File: src/rtl/cacc_dlv_pkg.sv
// Shared types and constants for the CACC delivery credit scheduler.
// Optional stall counter enabled by defining CACC_DLV_PERF_EN.
package cacc_dlv_pkg;

  typedef enum logic [1:0] {
    IDLE,
    RUN,
    DRAIN,
    DONE
  } state_e;

  localparam int unsigned CREDIT_GRAN = 4;
  localparam int unsigned CREDIT_MAX  = 7;

  typedef logic [2:0] credit_size_t;

endpackage

File: src/rtl/cacc_dlv_credit_acc.sv
// Pending-credit accumulator: counts consumed slots and emits
// registered credit pulses of up to CREDIT_MAX entries.
module cacc_dlv_credit_acc
  import cacc_dlv_pkg::*;
(
  input  logic         clk,
  input  logic         rst,
  input  logic         hs,
  input  logic         flush,
  output logic         pend_zero,
  output logic         credit_vld,
  output credit_size_t credit_size
);

  logic [3:0]   pend_q, pend_d;
  logic         vld_q, vld_d;
  credit_size_t size_q, size_d;
  logic [3:0]   issued;
  logic         fire;

  always_comb begin
    issued = (pend_q > 4'(CREDIT_MAX)) ? 4'(CREDIT_MAX) : pend_q;
    fire   = (pend_q >= 4'(CREDIT_GRAN)) | (flush & (pend_q != 4'd0));
    // same-cycle hs stays pending; only the issued amount leaves
    pend_d = pend_q + {3'b000, hs} - (fire ? issued : 4'd0);
    vld_d  = fire;
    size_d = fire ? issued[2:0] : '0;
  end

  always_ff @(posedge clk) begin
    if (rst) begin
      pend_q <= '0;
      vld_q  <= 1'b0;
      size_q <= '0;
    end else begin
      pend_q <= pend_d;
      vld_q  <= vld_d;
      size_q <= size_d;
    end
  end

  assign pend_zero   = (pend_q == 4'd0);
  assign credit_vld  = vld_q;
  assign credit_size = size_q;

endmodule

File: src/rtl/cacc_dlv_credit_sched.sv
// CACC delivery sequencer: occupancy tracking, read slots, credits, done irq.
// Define CACC_DLV_PERF_EN to build the dlv_valid & !dlv_ready stall counter.
module cacc_dlv_credit_sched
  import cacc_dlv_pkg::*;
#(
  parameter int DEPTH = 64,
  localparam int AW   = $clog2(DEPTH),
  localparam int OW   = AW + 1
) (
  input  logic          nvdla_core_clk,
  input  logic          nvdla_core_rst,
  input  logic          cfg_op_en,
  input  logic          mac_stripe_end_vld,
  input  logic [6:0]    mac_stripe_entries,
  input  logic          mac_layer_end,
  output logic          dlv_valid,
  input  logic          dlv_ready,
  output logic [AW-1:0] dlv_rd_addr,
  output logic          dlv_last,
  output logic          accu2sc_credit_vld,
  output logic [2:0]    accu2sc_credit_size,
  output logic [1:0]    cacc2glb_done_intr_pd,
  output logic          dlv_busy,
  output logic          err_ovf,
  output logic [31:0]   perf_stall_cnt
);

  state_e        state_q, state_d;
  logic [OW-1:0] occ_q, occ_d;
  logic [AW-1:0] rd_ptr_q, rd_ptr_d;
  logic          group_q, group_d;
  logic          err_q, err_d;
  logic          active, accept, hs, flush, pend_zero;
  logic [7:0]    sum;

  assign active = (state_q == RUN) | (state_q == DRAIN);
  assign accept = active & mac_stripe_end_vld;
  assign hs     = dlv_valid & dlv_ready;
  assign flush  = (state_q == DRAIN) & (occ_q == '0);

  always_ff @(posedge nvdla_core_clk) begin
    if (nvdla_core_rst) begin
      state_q  <= IDLE;
      occ_q    <= '0;
      rd_ptr_q <= '0;
      group_q  <= 1'b0;
      err_q    <= 1'b0;
    end else begin
      state_q  <= state_d;
      occ_q    <= occ_d;
      rd_ptr_q <= rd_ptr_d;
      group_q  <= group_d;
      err_q    <= err_d;
    end
  end

  always_comb begin
    state_d = state_q;
    unique case (state_q)
      IDLE:  if (cfg_op_en) state_d = RUN;
      RUN:   if (mac_stripe_end_vld & mac_layer_end) state_d = DRAIN;
      DRAIN: if ((occ_q == '0) & pend_zero) state_d = DONE;
      DONE:  state_d = IDLE;
      default: state_d = IDLE;
    endcase
  end

  always_comb begin
    sum = {{(8-OW){1'b0}}, occ_q}
        + (accept ? {1'b0, mac_stripe_entries} : 8'd0)
        - {7'd0, hs};
    occ_d    = occ_q;
    err_d    = err_q;
    rd_ptr_d = rd_ptr_q + {{(AW-1){1'b0}}, hs};
    group_d  = group_q ^ (state_q == DONE);
    if (sum > 8'(DEPTH)) begin
      occ_d = OW'(DEPTH);
      err_d = 1'b1;
    end else begin
      occ_d = sum[OW-1:0];
    end
  end

  always_comb begin
    dlv_valid             = active & (occ_q != '0);
    dlv_last              = (state_q == DRAIN) & (occ_q == OW'(1));
    dlv_rd_addr           = rd_ptr_q;
    dlv_busy              = (state_q != IDLE);
    err_ovf               = err_q;
    cacc2glb_done_intr_pd = 2'b00;
    if (state_q == DONE)
      cacc2glb_done_intr_pd = group_q ? 2'b10 : 2'b01;
  end

  cacc_dlv_credit_acc u_credit (
    .clk         (nvdla_core_clk),
    .rst         (nvdla_core_rst),
    .hs          (hs),
    .flush       (flush),
    .pend_zero   (pend_zero),
    .credit_vld  (accu2sc_credit_vld),
    .credit_size (accu2sc_credit_size)
  );

`ifdef CACC_DLV_PERF_EN
  logic [31:0] stall_q, stall_d;

  always_comb begin
    stall_d = stall_q;
    if ((state_q == IDLE) & cfg_op_en)
      stall_d = '0;
    else if (dlv_valid & ~dlv_ready & (stall_q != '1))
      stall_d = stall_q + 32'd1;
  end

  always_ff @(posedge nvdla_core_clk) begin
    if (nvdla_core_rst) stall_q <= '0;
    else                stall_q <= stall_d;
  end

  assign perf_stall_cnt = stall_q;
`else
  assign perf_stall_cnt = '0;
`endif

endmodule
File: config.mk
export PLATFORM = sky130hd
export DESIGN_NAME = cacc_dlv_credit_sched
export DESIGN_NICKNAME = d
export VERILOG_FILES = /design/src/rtl/cacc_dlv_pkg.sv /design/src/rtl/cacc_dlv_credit_acc.sv /design/src/rtl/cacc_dlv_credit_sched.sv
export SDC_FILE = /design/constraint.sdc
export NUM_CORES = 1
export LEC_CHECK = 0
export ABC_AREA = 1
export CORE_MARGIN = 3
export CORE_UTILIZATION = 50
export DETAILED_ROUTE_END_ITERATION = 12
export PLACE_DENSITY = 0.85
export SLEW_MARGIN = 10
export SYNTH_ARGS = -nofsm -noshare
export SYNTH_HDL_FRONTEND = slang
export SYNTH_SLANG_ARGS = --single-unit
export TNS_END_PERCENT = 20
File: constraint.sdc
create_clock -name nvdla_core_clk -period 7.4 [get_ports nvdla_core_clk]
set_input_delay 0.74 -clock nvdla_core_clk [delete_from_list [all_inputs] [get_ports nvdla_core_clk]]
set_output_delay 0.74 -clock nvdla_core_clk [all_outputs]
set_load 0.05 [all_outputs]
==> results of run 1 <==
[registers in the layout (all words and copies together) (netlist names)]
| signal | cells |
|---|---|
| err_ovf | 1 |
| dlv_rd_addr | 6 |
| group_q | 1 |
| u_credit.credit_vld | 1 |
| state_q | 2 |
| u_credit.credit_size | 3 |
| u_credit.pend_q | 4 |
| occ_q | 7 |
[path summary, 6_finish.rpt]
path,start,to,slack [ps],depth (start not counted)
setup / recovery,dlv_ready,err_ovf,4150,16
setup reg to reg,state_q[0],err_ovf,4180,18
hold / removal,dlv_rd_addr[4],dlv_rd_addr[4],500,2
hold reg to reg,dlv_rd_addr[4],dlv_rd_addr[4],500,2
[layer usage]
metal / GRT usage (%) / share of wire [%] / wire length (µm) / vias up
met5: 0 / 0 / 0 / -
met4: 6.70 / 2.5 / 87 / 0
met3: 2.46 / 5.8 / 200 / 10
met2: 28.3 / 47 / 1620 / 49
met1: 19.2 / 45 / 1540 / 671
li1: - / - / - / 820
[critical path, cell delays in order]
cell and delay, ps:
clkdlybuf4s50_1 460, nor3b_1 430, ha_1 320, inv_1 60
ha_1 170, inv_1 70, fa_1 500, nand2_1 60
nor2_1 100, nand3_1 80, nor2_1 100, nand2_1 70
nand2_2 80, nand3_1 80, nand2_1 60, inv_1 50
[Yosys cell counts]
cell and number:
a21o_1 1, conb_1 1, o21ai_0 5, nand2_2 2
or2_2 1, fa_1 2, xnor2_1 1, inv_1 56
buf_4 32, a211oi_1 1, nand3_4 1, nor2_1 26
nand3b_1 1, nor3_2 1, nor3_1 3, inv_2 3
nand3_1 13, ha_1 28, and2_1 1, a21oi_1 10
nor3b_1 1, nor2_2 1, nand4_1 2, clkbuf_1 1
a21oi_2 1, dfxtp_1 25, nand2_1 44, xor2_1 1
a22oi_1 1, o21ai_1 1, o31ai_1 1
[where the power goes]
part / internal (mW) / switching [mW] / leakage (nW)
Combinational: 0.260 / 0.480 / 0.936
Sequential: 0.173 / 0.0177 / 0.205
Clock: 0.0382 / 0.0451 / 0.0217
Total: 0.470 / 0.543 / 1.16
[cell type report]
class / count / area (µm²)
Tap cell: 46 / 57.6
Timing Repair Buffer: 28 / 280
Clock buffer: 3 / 41.3
Multi-Input combinational cell: 182 / 1080
Fill cell: 328 / 1340
Inverter: 59 / 221
Sequential cell: 25 / 500
Clock inverter: 1 / 7.51
[per-stage QoR]
step,util [%],instances,hold slack (ps),setup slack (ps),total power [mW]
finish,62.0,344,503,4150,1.01
global route,62.0,344,524,3860,1.14
CTS,62.0,344,501,4160,1.02
detailed placement,60.7,340,488,3870,0.928
global placement,60.7,340,483,3960,0.905
floorplan,-,299,464,4610,0.793
[cells by family (layout without fill, tap and decap cells)]
family / after synthesis / in the layout / synth area share [%]
xor+xnor: 2 / 2 / 0.910
flops: 25 / 25 / 26.0
compound gates: 21 / 21 / 6.17
buf+inv: 92 / 91 / 24.2
fa+ha+maj: 30 / 30 / 20.3
other cells: 1 / 32 / 0.195
simple gates: 97 / 97 / 22.3
==> metrics, run 1 <==
clk sinks 25; Final ANT Viol Nets 0; WP data arrival ~3400 ps; Root Driver clkbuf_8; drc violations 0; Hold Fails Final Rpt 0; worst min path class reg -> reg; max-slew violations 0; port bufs 28; DIE AREA 4630 µm²; CP required 7570 ps; RePlAce Congestion between 0.8 and 0.9; register area share after synthesis about a quarter; via/cell ratio ~4.5; Worst Skew 1.84 ps; Peak supply drop ~200 µV; final instance area 2180 µm²; RSZ-0062 raised after global routing false; Vias around 1,600; Synth top area share 26.0%; Cells after Synth 268; hold buffer count at CTS 0; pin count of the biggest net entering global routing 16; endpoints failing setup 0; DR iter-0 viols 36; Mean Syn Cell Area about 7.2 µm²; Synth Warn # 0; CP max FO 3; initial antenna violation count 0; commonest cells after routing, fill and taps aside 56 x inv_1, 44 x nand2_1, 32 x conb_1; fin crit period roughly 3300 ps; clock transition at the registers of the reported paths 90 ps; Post-Syn Area 1930 µm²; post-CTS setup buffers 0; antenna cells 0; Crit Path Category in -> reg; CTS buffer count 3; area post-placement around 2100 µm²; fin nets 342; total global-route track usage 16.1%; CTS tree yes; final period utilization ~44%; Rel. slew slack between 60% and 70%; P per Cell Area between 400 and 500 nW/µm²; starting density of the core roughly 55%; routed len/inst 10.0 µm; Critical Path Source Type input pin; Post-CTS Resized 0; proportion of layout cells with a drive suffix above 1 4.70%; commonest non-fill, non-tap cell in the layout inv_1; core area roughly 3500 µm²; Crit. End Element flop; synth top area cells dfxtp_1 26%, ha_1 18%, buf_4 12%; worst-case clock buffer depth 2; cell taking the most area after synthesis dfxtp_1; synth-to-layout area growth 13.5%; count of cell types in the netlist 31; Max-Cap Viols 0; final setup TNS 0 ps; global-route wire length before repair 5.66 mm; number of core rows 21; Final Routed Wirelength between 3 and 4 mm; Final HPWL DP 2.83 mm; worst-margin pin slew approximately 500 ps; leakage power between 1 and 1.5 nW; Die Span X 68.1 µm; # IOs 61; DRT Pass-1 Iters 4; Die Ht 68.1 µm; fmax ~300 MHz; outcome complete, no violations; vias in the first global route 1,426; H-Tree Depth 1; global route total overflow 0; worst skew pair latency between 200 and 300 ps; flops & latches, synth 25
(Power assumes the default switching activity.)
==> run 2: changes to the inputs <==
--- a/config.mk
+++ b/config.mk
@@ -7,9 +7,9 @@
 export LEC_CHECK = 0
 export ABC_AREA = 1
 export CORE_MARGIN = 3
-export CORE_UTILIZATION = 50
+export CORE_UTILIZATION = 47
 export DETAILED_ROUTE_END_ITERATION = 12
-export PLACE_DENSITY = 0.85
+export PLACE_DENSITY = 0.81
 export SLEW_MARGIN = 10
 export SYNTH_ARGS = -nofsm -noshare
 export SYNTH_HDL_FRONTEND = slang
==> constraint.sdc (replaced) <==
create_clock -name nvdla_core_clk -period 3.4 [get_ports nvdla_core_clk]
set_input_delay 0.34 -clock nvdla_core_clk [delete_from_list [all_inputs] [get_ports nvdla_core_clk]]
set_output_delay 0.34 -clock nvdla_core_clk [all_outputs]
set_load 0.05 [all_outputs]
==> run 2 against run 1 <==
- clock-buffer cell count unchanged
- clock skew about the same
- combinational power rose by 110%
- first-iteration DRC count increased to 2.8 times the previous value
- non-clock buffer count is 1 higher
- sequential share of layout area shrank 0.078 points
- total power is 110% higher
- largest cell class unchanged
==> metrics, run 2 (synthesis results as in run 1) <==
outcome complete, no violations; drc violations 0 (unchanged); RePlAce Congestion 0.877 (+4.2%); final period utilization 87.0%; final setup TNS 0 ps (unchanged); # IOs 61 (unchanged); P per Cell Area 993 nW/µm² (+110%); Root Driver clkbuf_8; worst skew pair latency 270 ps (about the same); Critical Path Source Type flop; DIE AREA 4900 µm² (+5.8%); Final ANT Viol Nets 0 (unchanged); Worst Skew 2.00 ps (+0.159 ps); via/cell ratio 4.44 (-1.4%); Die Span X 70.0 µm (+2.9%); worst-case clock buffer depth 2 (unchanged); vias in the first global route 1,392 (-2.4%); Die Ht 70.0 µm (+2.9%); max-slew violations 0 (unchanged); leakage power 1.17 nW (+0.78%); Max-Cap Viols 0 (unchanged); Post-CTS Resized 0 (unchanged); endpoints failing setup 0 (unchanged); global-route wire length before repair 5.81 mm (+2.6%); starting density of the core 50.7% (-4.0 points); DRT Pass-1 Iters 4 (unchanged); total global-route track usage 14.4% (-1.6 points); fin cells 347 (+0.87%); CTS tree yes; fin crit period 2960 ps; clock transition at the registers of the reported paths 80 ps (about the same); core area 3800 µm² (+7.9%); fin nets 343 (+0.29%); clk sinks 25 (unchanged); Reg2Reg Setup Slack 440 ps (-3740 ps); Crit. End Element flop; global route total overflow 0 (unchanged); RSZ-0062 raised after global routing false; routed len/inst 9.57 µm (-4.5%); hold buffer count at CTS 0 (unchanged); Largest Register occ_q; DR iter-0 viols 99 (+180%); Min Hold Slack 506 ps (+3.84 ps); Final HPWL DP 2.74 mm (-3.3%); CP required 3570 ps (-4000 ps); post-CTS setup buffers 0 (unchanged); Rel. slew slack 66.5% (about the same); CP max FO 7 (+4); Final Routed Wirelength 3.32 mm (-3.7%); commonest non-fill, non-tap cell in the layout inv_1; port bufs 28 (unchanged); Hold Fails Final Rpt 0 (unchanged); worst-margin pin slew 501 ps (-0.858 ps); initial antenna violation count 0 (unchanged); commonest cells after routing, fill and taps aside 56 x inv_1, 44 x nand2_1, 32 x conb_1; pin count of the biggest net entering global routing 15 (-1); Vias 1,541 (-0.58%); synth-to-layout area growth 13.8%; Peak supply drop 560 µV (+180%); WP data arrival 3130 ps (-300 ps); max FFs per register 7 (unchanged); Crit Path Category reg -> reg; fmax 338 MHz; CTS buffer count 3 (unchanged); H-Tree Depth 1 (unchanged); proportion of layout cells with a drive suffix above 1 5.02% (+0.32 points); number of core rows 22 (+4.8%); worst min path class reg -> reg; Post-Place Cells 343 (+0.88%); antenna cells 0 (unchanged)
==> run 2: final cells by class <==
class                   instances  area (µm²)
fillers                       366        1610
multi-input cells             182        1080
flip-flops and latches         25         500
repair buffers                 29         288
inverters                      59         221
well taps                      48        60.1
clock buffers                   3        41.3
clock inverters                 1        5.00
==> run 2: routing by layer <==
layer  up-vias  wire [µm]  global-route usage (%)
met3         5        224                    4.17
met5         -          0                       0
met1       670       1490                    17.4
met2        48       1560                    24.6
li1        818          -                       -
met4         0         46                    4.47
==> run 2: critical path, cell delays in order, from the launching register on <==
cell and delay (ps):
dfxtp_1 360, inv_1 100, ha_1 320, nand2_1 50, inv_1 210, nand2_1 90
ha_1 290, inv_1 50, ha_1 180, inv_1 60, fa_1 490, nand2_1 50
nor2_1 90, nand3_1 80, nor2_1 90, nand2_1 70, nand2_2 80, nand3_1 70
nand2_1 70, inv_1 40
==> run 2: final timing paths <==
path / startpoint / to / cells past startpoint
setup / recovery: state_q[0] / err_ovf / 19
hold / removal: u_credit.pend_q[0] / u_credit.credit_size[0] / 2
setup reg to reg: state_q[0] / err_ovf / 19
hold reg to reg: u_credit.pend_q[0] / u_credit.credit_size[0] / 2
==> run 2: through the flow <==
step	setup WS, ps	utilization [%]	area [µm²]	power (mW)
detailed placement	367	56.5	2150	2.01
floorplan	612	-	2040	1.73
CTS	391	57.7	2190	2.19
finish	443	57.7	2190	2.18
global route	144	57.7	2190	2.44
global placement	380	56.5	2150	1.97
==> run 2: where the power goes <==
| part | switching (mW) | leakage [nW] | total, mW | internal [mW] |
|---|---|---|---|---|
| Clock | 0.0917 | 0.0255 | 0.174 | 0.0820 |
| Combinational | 1.02 | 0.941 | 1.59 | 0.563 |
| Sequential | 0.0406 | 0.205 | 0.416 | 0.376 |
